--- src/rtl/div_pkg.sv ---
// Shared types and constants for the sequential restoring divider.
package div_pkg;

  localparam int DEFAULT_WIDTH = 4;

  // Wide enough for any practical WIDTH; sliced down at the point of use.
  localparam logic [63:0] DBZ_QUOT = '1;

  typedef enum logic [1:0] {
    IDLE = 2'd0,
    CALC = 2'd1,
    FIX  = 2'd2,
    DONE = 2'd3
  } state_e;

endpackage

--- src/rtl/seq_divider_if.sv ---
// Start/done handshake and operand/result bus between the sequencer and the divider.
interface seq_divider_if #(parameter int WIDTH = div_pkg::DEFAULT_WIDTH);

  logic             start;
  logic [WIDTH-1:0] dividend;
  logic [WIDTH-1:0] divisor;
  logic             busy;
  logic             done;
  logic [WIDTH-1:0] quotient;
  logic [WIDTH-1:0] remainder;
  logic             div_by_zero;

  modport master (
    output start, dividend, divisor,
    input  busy, done, quotient, remainder, div_by_zero
  );

  modport slave (
    input  start, dividend, divisor,
    output busy, done, quotient, remainder, div_by_zero
  );

endinterface

--- src/rtl/seq_divider_trial_sub.sv ---
// One trial-subtraction stage: a - b as a + ~b + 1, carry-out high means no borrow.
module trial_sub #(
  parameter int W = 5
) (
  input  logic [W-1:0] a_i,
  input  logic [W-1:0] b_i,
  output logic [W-1:0] diff_o,
  output logic         cout_o
);

  logic [W-1:0] b_inv;

  assign b_inv = b_i ^ {W{1'b1}};
  assign {cout_o, diff_o} = {1'b0, a_i} + {1'b0, b_inv} + {{W{1'b0}}, 1'b1};

endmodule

--- src/rtl/seq_divider.sv ---
// Multi-cycle restoring divider with start/done handshake.
// Define SIGNED_DIV_EN for two's-complement operands (adds the FIX sign-correction state).
module seq_divider
  import div_pkg::*;
#(
  parameter int WIDTH = DEFAULT_WIDTH
) (
  input  logic          clk,
  input  logic          rst_n,
  seq_divider_if.slave  bus
);

  localparam int CNT_W = $clog2(WIDTH + 1);

  state_e             state_q, state_d;
  logic [CNT_W-1:0]   count_q, count_d;
  logic [WIDTH:0]     r_q, r_d;
  logic [WIDTH-1:0]   q_q, q_d;
  logic [WIDTH-1:0]   dvsr_q, dvsr_d;
  logic [WIDTH-1:0]   quot_q, quot_d;
  logic [WIDTH-1:0]   rem_q, rem_d;
  logic               dbz_q, dbz_d;

  logic [2*WIDTH:0]   rq_sh;
  logic [WIDTH:0]     r_sh;
  logic [WIDTH-1:0]   q_sh;
  logic [WIDTH:0]     t_diff;
  logic               t_cout;
  logic [WIDTH-1:0]   dvd_mag;
  logic [WIDTH-1:0]   dvs_mag;

  assign rq_sh = {r_q, q_q} << 1;
  assign r_sh  = rq_sh[2*WIDTH:WIDTH];
  assign q_sh  = rq_sh[WIDTH-1:0];

  trial_sub #(.W(WIDTH + 1)) u_trial_sub (
    .a_i    (r_sh),
    .b_i    ({1'b0, dvsr_q}),
    .diff_o (t_diff),
    .cout_o (t_cout)
  );

`ifdef SIGNED_DIV_EN
  logic neg_quot_q, neg_quot_d;
  logic neg_rem_q, neg_rem_d;

  assign dvd_mag = bus.dividend[WIDTH-1] ? -bus.dividend : bus.dividend;
  assign dvs_mag = bus.divisor[WIDTH-1]  ? -bus.divisor  : bus.divisor;

  always_ff @(posedge clk or negedge rst_n) begin
    if (!rst_n) begin
      neg_quot_q <= 1'b0;
      neg_rem_q  <= 1'b0;
    end else begin
      neg_quot_q <= neg_quot_d;
      neg_rem_q  <= neg_rem_d;
    end
  end
`else
  assign dvd_mag = bus.dividend;
  assign dvs_mag = bus.divisor;
`endif

  always_ff @(posedge clk or negedge rst_n) begin
    if (!rst_n) begin
      state_q <= IDLE;
      count_q <= '0;
      r_q     <= '0;
      q_q     <= '0;
      dvsr_q  <= '0;
      quot_q  <= '0;
      rem_q   <= '0;
      dbz_q   <= 1'b0;
    end else begin
      state_q <= state_d;
      count_q <= count_d;
      r_q     <= r_d;
      q_q     <= q_d;
      dvsr_q  <= dvsr_d;
      quot_q  <= quot_d;
      rem_q   <= rem_d;
      dbz_q   <= dbz_d;
    end
  end

  always_comb begin
    state_d = state_q;
    count_d = count_q;
    r_d     = r_q;
    q_d     = q_q;
    dvsr_d  = dvsr_q;
    quot_d  = quot_q;
    rem_d   = rem_q;
    dbz_d   = dbz_q;
`ifdef SIGNED_DIV_EN
    neg_quot_d = neg_quot_q;
    neg_rem_d  = neg_rem_q;
`endif

    case (state_q)
      IDLE: begin
        if (bus.start) begin
          dbz_d = 1'b0;
          if (bus.divisor == '0) begin
            quot_d  = DBZ_QUOT[WIDTH-1:0];
            rem_d   = bus.dividend;
            dbz_d   = 1'b1;
            state_d = DONE;
          end else begin
            r_d     = '0;
            q_d     = dvd_mag;
            dvsr_d  = dvs_mag;
            count_d = CNT_W'(WIDTH);
            state_d = CALC;
`ifdef SIGNED_DIV_EN
            neg_quot_d = bus.dividend[WIDTH-1] ^ bus.divisor[WIDTH-1];
            neg_rem_d  = bus.dividend[WIDTH-1];
`endif
          end
        end
      end

      CALC: begin
        // Keep the difference only when the subtraction did not borrow.
        r_d     = t_cout ? t_diff : r_sh;
        q_d     = q_sh | {{(WIDTH-1){1'b0}}, t_cout};
        count_d = count_q - 1'b1;
        if (count_q == CNT_W'(1)) begin
`ifdef SIGNED_DIV_EN
          state_d = FIX;
`else
          quot_d  = q_d;
          rem_d   = r_d[WIDTH-1:0];
          state_d = DONE;
`endif
        end
      end

`ifdef SIGNED_DIV_EN
      FIX: begin
        // Truncating division: remainder follows the dividend's sign.
        quot_d  = neg_quot_q ? -q_q : q_q;
        rem_d   = neg_rem_q ? -r_q[WIDTH-1:0] : r_q[WIDTH-1:0];
        state_d = DONE;
      end
`endif

      DONE: state_d = IDLE;

      default: state_d = IDLE;
    endcase
  end

  assign bus.busy        = (state_q == CALC) || (state_q == FIX);
  assign bus.done        = (state_q == DONE);
  assign bus.quotient    = quot_q;
  assign bus.remainder   = rem_q;
  assign bus.div_by_zero = dbz_q;

endmodule

--- src/flat_wrapper.sv ---
// flat-port wrapper written by rule: the top's interface ports become plain ports
module seq_divider_flat import div_pkg::*;
#(
  parameter int WIDTH = DEFAULT_WIDTH
)
  (clk, rst_n, bus_start, bus_dividend, bus_divisor, bus_busy, bus_done, bus_quotient, bus_remainder, bus_div_by_zero);
  seq_divider_if #(.WIDTH(WIDTH)) bus_i ();
  input  logic clk;
  input  logic rst_n;
  input wire logic [$bits(bus_i.start)-1:0] bus_start;
  input wire logic [$bits(bus_i.dividend)-1:0] bus_dividend;
  input wire logic [$bits(bus_i.divisor)-1:0] bus_divisor;
  output wire logic [$bits(bus_i.busy)-1:0] bus_busy;
  output wire logic [$bits(bus_i.done)-1:0] bus_done;
  output wire logic [$bits(bus_i.quotient)-1:0] bus_quotient;
  output wire logic [$bits(bus_i.remainder)-1:0] bus_remainder;
  output wire logic [$bits(bus_i.div_by_zero)-1:0] bus_div_by_zero;
  assign bus_i.start = bus_start;
  assign bus_i.dividend = bus_dividend;
  assign bus_i.divisor = bus_divisor;
  assign bus_busy = bus_i.busy;
  assign bus_done = bus_i.done;
  assign bus_quotient = bus_i.quotient;
  assign bus_remainder = bus_i.remainder;
  assign bus_div_by_zero = bus_i.div_by_zero;
  seq_divider #(.WIDTH(WIDTH)) u_core (.clk(clk), .rst_n(rst_n), .bus(bus_i));
endmodule
--- config.mk ---
export PLATFORM = sky130hd
export DESIGN_NAME = seq_divider_flat
export DESIGN_NICKNAME = d
export VERILOG_FILES = /design/src/rtl/div_pkg.sv /design/src/rtl/seq_divider_if.sv /design/src/rtl/seq_divider_trial_sub.sv /design/src/rtl/seq_divider.sv /design/src/flat_wrapper.sv
export SDC_FILE = /design/constraint.sdc
export NUM_CORES = 1
export LEC_CHECK = 0
export BUFFER_PORTS_ARGS = -buffer_cell sky130_fd_sc_hd__buf_2
export CAP_MARGIN = 20
export CORE_ASPECT_RATIO = 1.5
export CORE_UTILIZATION = 56
export DETAILED_ROUTE_END_ITERATION = 6
export GPL_TIMING_DRIVEN = 0
export PLACE_DENSITY_LB_ADDON = 0.2
export SLEW_MARGIN = 20
export SYNTH_ARGS = -nofsm -noshare
export SYNTH_HDL_FRONTEND = slang
export SYNTH_SLANG_ARGS = --single-unit
--- constraint.sdc ---
create_clock -name clk -period 1.95 [get_ports clk]
set_input_delay 0.39 -clock clk [delete_from_list [all_inputs] [get_ports clk]]
set_output_delay 0.39 -clock clk [all_outputs]
set_load 0.1 [all_outputs]
==> metrics.cfg, run 1 <==
[synth]
syn_area_per_cell_sq_um=10.1
async_flop_share_pct=100
ys.flop_type=dfrtp_1
yosysSeqAreaShare_pct=44.6
yosys.cell_count.top_type=dfrtp_1
ys_ff_latch=26
yosysTopAreaCell=dfrtp_1
synth-edff-count=0
syn_nets=166
netlist_top_cells_area=dfrtp_1 45%, ha_1 7.7%, nand2_1 4.9%, inv_1 3.9%, o21ai_2 3.6%
yosysWarnings=0
yosys.area.top_type_share_pct=44.6
syn_inst=145
netlist_top_cells_count=26 x dfrtp_1, 19 x nand2_1, 15 x inv_1, 10 x o21ai_0
synth_cell_types=38
syn-cell-area_sq_mm=0.00146

[worst_setup_path]
cp.arrival_ns=2.16
critPathKind=reg2reg
worstSetupStartpointType=flop
worstPathRequired_ns=2.21
cp_max_fo=5
crit_path_end_kind=flop

[layout]
multi_input_area_sq_um=692
fillCellCount=183
area_growth_pct=14.3
diodes=0
layout-drive-gt1-share_pct=30.1
final_nets=195
regArea_sq_um=651

[timing]
relSlewSlack_pct=60.8
fmax_mhz=527
tightest_slew_ns=0.589
clock_skew_ns=0.00226
fin_ws_ns=0.0521
maxSlewViolCount=0
rsz0062_at_grt=false
fin_crit_ns=1.90
post-route-period-util_pct=97.3
setup_viol=0
hold_viol_final=0

[global_routing]
grt_max_degree=27
first_global_vias=1156
grt_overflow=0
antenna_found_initial=0
track_usage_pct=23.8
grtUsageMet3_pct=2.51
use_met2_pct=40.3
grt.busiest_layer=met2
grt_use_met1_pct=27.7
grt_pass1_wl_um=4990

[die]
ios=22
initial_core_util_pct=59.6
die_y_um=64.5
core_area_sq_mm=0.00245
dieWidth_um=43.7
die-area_sq_mm=0.00282
rows=22

[routing]
vias=1137
post-route-drc-count=2
routed_via_density=5.77
first_iter_violations=41
post_drt_wl_per_cell_um=14.8
ant_nets=0
dr.pass1.iters=6
routed_wl_um=2920

[placed_design]
hpwl_um=2170
gp_congestion=0.795
place_ws_ns=-0.0250
io_buffers=21

[clock_tree]
clkLatencyLatePin_ns=0.33
cts_buffer_depth=2
cts_sinks=26
clk_pin_slew_ns=0.14
cts_tree=yes
cts_hold_buf=0
numCtsBuffers=3
cts_root_buf=clkbuf_4
h-tree-depth=1

[hold_path]
hold_class=in2async

[outcome]
run_status=complete, but fails checks
failed_checks=design-rule violations

[job]
drv_cap=0

[kinds of logic (layout without fill, tap and decap cells)]
logic type      count (synthesis)  count (layout)  share of synthesized area (%)
mux                             4               4                           3.00
flops                          26              26                           44.6
buf+inv                        23              51                           8.48
compound gates                 41              41                           21.1
xor+xnor                        1               1                          0.600
fa+ha+maj                      10              10                           9.08
simple gates                   40              40                           13.2
[metrics by stage]
step	std cells	util, %	hold slack [ns]	cell area, sq um	TNS (ns)
after CTS	196	67.4	0.0454	1650	0
after global placement	190	65.1	0.415	1600	0
after global routing	197	68.1	0.0578	1670	0
after floorplan	145	-	0.0944	1460	0
after detailed placement	190	65.1	0.421	1600	-0.0317
final	197	68.1	0.0394	1670	0
[critical path, stage by stage, from the launching register on]
cell     delay [ns]
dfrtp_1        0.43
ha_1           0.33
o21ai_0        0.17
a21oi_1        0.11
nor3_4         0.23
mux2_2         0.38
a31oi_1        0.17
[routing by layer]
| layer | share of wire, % | up-vias |
|---|---|---|
| met5 | 0 | - |
| met4 | 3.0 | 0 |
| met3 | 4.5 | 8 |
| met2 | 51 | 39 |
| met1 | 41 | 535 |
| li1 | - | 555 |
[area by class of cell]
cell class,count,area share [%]
timing repair buffer,25,8.25
buffer,7,3.97
clock buffer,4,2.17
tap,24,1.80
sequential,26,39.0
multi-input combinational,96,41.5
inverter,15,3.37
[registers in the layout (all words and copies together), names as in the netlist]
name	flops
u_core.bus.div_by_zero	1
u_core.bus.quotient	4
u_core.bus.remainder	4
u_core.count_q	3
u_core.dvsr_q	4
u_core.q_q	4
u_core.r_q	4
u_core.state_q	2
[cell usage in the layout, fill, tap and decap left out, drive strengths merged, types with 2 or more instances in the layout]
cell	count
buf	30
dfrtp	26
nand2	19
o21ai	17
inv	15
nor2	9
ha	9
clkbuf	6
a31oi	4
a21oi	4
nand3	3
a21boi	3
a32o	3
nand2b	3
mux2	3
o31ai	2
or4	2
nor3	2
[path summary, 6_finish.rpt]
check,endpoint,slack (ns),start,depth (start not counted)
setup / recovery,u_core.bus.remainder[1],0.05,u_core.r_q[1],6
hold reg to reg,u_core.bus.div_by_zero,0.50,u_core.bus.div_by_zero,2
min in group clk,u_core.dvsr_q[2],0.31,bus_divisor[2],2
setup reg to reg,u_core.bus.remainder[1],0.05,u_core.r_q[1],6
hold / removal,u_core.bus.remainder[3],0.04,rst_n,1
max in group asynchronous,u_core.r_q[2],1.53,rst_n,1
[what timing repair did]
item                                    CTS  global route
endpoints found under the hold margin     0             0
setup buffers                             3             1
pin swaps                                 1             1
gates resized for setup                   0             5
endpoints found under the setup margin    9            11
Power of run 1 is left out: the tool's default activity adds up to more than one toggle a clock period on the data nets, which glitch-free logic cannot reach.
==> run 2: changes to the inputs <==
CORE_MARGIN = 1.5   (was default)
REMOVE_ABC_BUFFERS = 1   (was default)
==> run 2 against run 1 <==
- the run still ends with design-rule violations left
- critical endpoint is now bus_busy
- routed wire length is 4.6% lower
- global-route usage is 2.7 points lower
- first-iteration DRC count is 2.4% higher
==> metrics.cfg, run 2 (synthesis results as in run 1) <==
[worst_setup_path]
cp.arrival_ns=1.48  ; -0.68 ns
cp_top_family=flip-flops
cpPeakStageDelay_ns=0.47  ; +0.04 ns
critPathKind=reg2out
crit_cells=3  ; -3
timing.rr.end=u_core.r_q[1]
crit_path_end_kind=primary output
cp_max_fo=4  ; -1
path_buf_inv=2  ; +2
rr_startpoint=u_core.dvsr_q[2]
cpMaxStageDelayCell=dfrtp_1
cp-endpoint=bus_busy
startpoint=u_core.state_q[0]
r2r_setup_slack_ns=0.13  ; +0.08 ns
worstPathRequired_ns=1.56  ; -0.65 ns
crit_path_cell_trace=inv_1 -> ha_2 -> clkbuf_4
r2r_cells=7  ; +1
worstSetupStartpointType=flop

[clock_tree]
cts_hold_buf=0  ; unchanged
numCtsBuffers=3  ; unchanged
clk_pin_slew_ns=0.14  ; about the same
cts_sinks=26  ; unchanged
h-tree-depth=1  ; unchanged
cts_tree=yes
clkLatencyLatePin_ns=0.31  ; -0.02 ns
cts_root_buf=clkbuf_4
cts_buffer_depth=2  ; unchanged

[outcome]
run_status=complete, but fails checks
failed_checks=design-rule violations

[routing]
post_drt_wl_per_cell_um=14.3  ; -3.6%
post-route-drc-count=4  ; +2
routed_via_density=5.69  ; -1.5%
routed_wl_um=2790  ; -4.6%
ant_nets=0  ; unchanged
vias=1109  ; -2.5%
dr.pass1.iters=6  ; unchanged
first_iter_violations=42  ; +2.4%

[timing]
fmax_mhz=536  ; +1.6%
clock_skew_ns=0.00511  ; +0.00285 ns
maxSlewViolCount=0  ; unchanged
setup_tns_ns=0  ; unchanged
setup_viol=0  ; unchanged
holdWs_ns=0.0455  ; +0.00613 ns
relSlewSlack_pct=61.9  ; +1.2 points
fin_crit_ns=1.87  ; -0.0306 ns
tightest_slew_ns=0.571  ; -0.0177 ns
rsz0062_at_grt=false
post-route-period-util_pct=95.8  ; -1.6 points
hold_viol_final=0  ; unchanged

[die]
dieWidth_um=44.7  ; +2.3%
die_y_um=65.5  ; +1.5%
rows=22  ; unchanged
initial_core_util_pct=59.6  ; unchanged
ios=22  ; unchanged
die-area_sq_mm=0.00293  ; +3.9%
core_area_sq_mm=0.00245  ; unchanged

[layout]
diodes=0  ; unchanged
final_cell_area_sq_mm=0.00170  ; +1.6%
area_growth_pct=16.2
layout_commonest_cell=dfrtp_1
final_util_pct=69.3  ; +1.1 points
layout_common_cells=26 x dfrtp_1, 20 x buf_2, 19 x nand2_1
layout-drive-gt1-share_pct=31.6  ; +1.5 points
final_nets=193  ; -1.0%

[placed_design]
place_area_sq_mm=0.00153  ; -4.1%
hpwl_um=1920  ; -12%
gp_congestion=0.757  ; -4.7%
io_buffers=21  ; unchanged

[global_routing]
grt_overflow=0  ; unchanged
antenna_found_initial=0  ; unchanged
grt_pass1_wl_um=4650  ; -6.8%
first_global_vias=1094  ; -5.4%
track_usage_pct=21.1  ; -2.7 points
grt_max_degree=27  ; unchanged

[hold_path]
hold_class=in2async

[job]
drv_cap=0  ; unchanged

run 2: cell count changes in the layout (fill, tap and decap cells not counted), moves of 2 or more:
| cell | delta |
|---|---|
| ha_1 | -2 |
| ha_4 | +2 |
| mux2_2 | -2 |
| mux2_4 | +2 |
run 2: metrics by stage:
stage          instances  worst slack, ns
3_5_place_dp         182           -0.854
5_1_grt              195          0.00538
3_3_place_gp         182            -1.16
4_1_cts              192          -0.0223
6_report             195           0.0826
2_1_floorplan        137           -0.568
run 2: what timing repair did:
item,4_1_cts,5_1_grt
resized for setup,4,8
setup buffers,6,3
hold endpoints to repair,0,0
setup endpoints to repair,18,14
pin swaps,1,2
run 2: area by class of cell:
type | count | area [sq um]
Tap cell | 24 | 30.0
Inverter | 15 | 60.1
Multi-Input combinational cell | 96 | 732
Clock buffer | 4 | 36.3
Timing Repair Buffer | 30 | 188
Fill cell | 200 | 753
Sequential cell | 26 | 651
run 2: how the worst min path moves through the flow:
stage / from / to / depth (start not counted)
2_1_floorplan: rst_n / u_core.bus.div_by_zero / 0
3_3_place_gp: rst_n / u_core.r_q[2] / 1
3_5_place_dp: rst_n / u_core.r_q[2] / 1
4_1_cts: rst_n / u_core.r_q[2] / 1
5_1_grt: rst_n / u_core.r_q[3] / 1
6_report: rst_n / u_core.r_q[3] / 1
run 2: worst reg2reg max path, cell delays in order, from the launching register on:
cell and delay [ns]:
dfrtp_1 0.41, inv_1 0.10, ha_4 0.22, o21ai_1 0.16, a21oi_2 0.07, nor3_4 0.26
mux2_4 0.35, o21ai_0 0.17
run 2: metal layers:
| layer | vias up | GRT usage (%) | share of wire, % |
|---|---|---|---|
| met5 | - | 0 | 0 |
| met4 | 0 | 5.68 | 1.7 |
| met3 | 4 | 1.65 | 2.1 |
| met2 | 17 | 38.9 | 55 |
| met1 | 537 | 25.1 | 42 |
| li1 | 551 | - | - |
Power of run 2 is left out for the same reason.
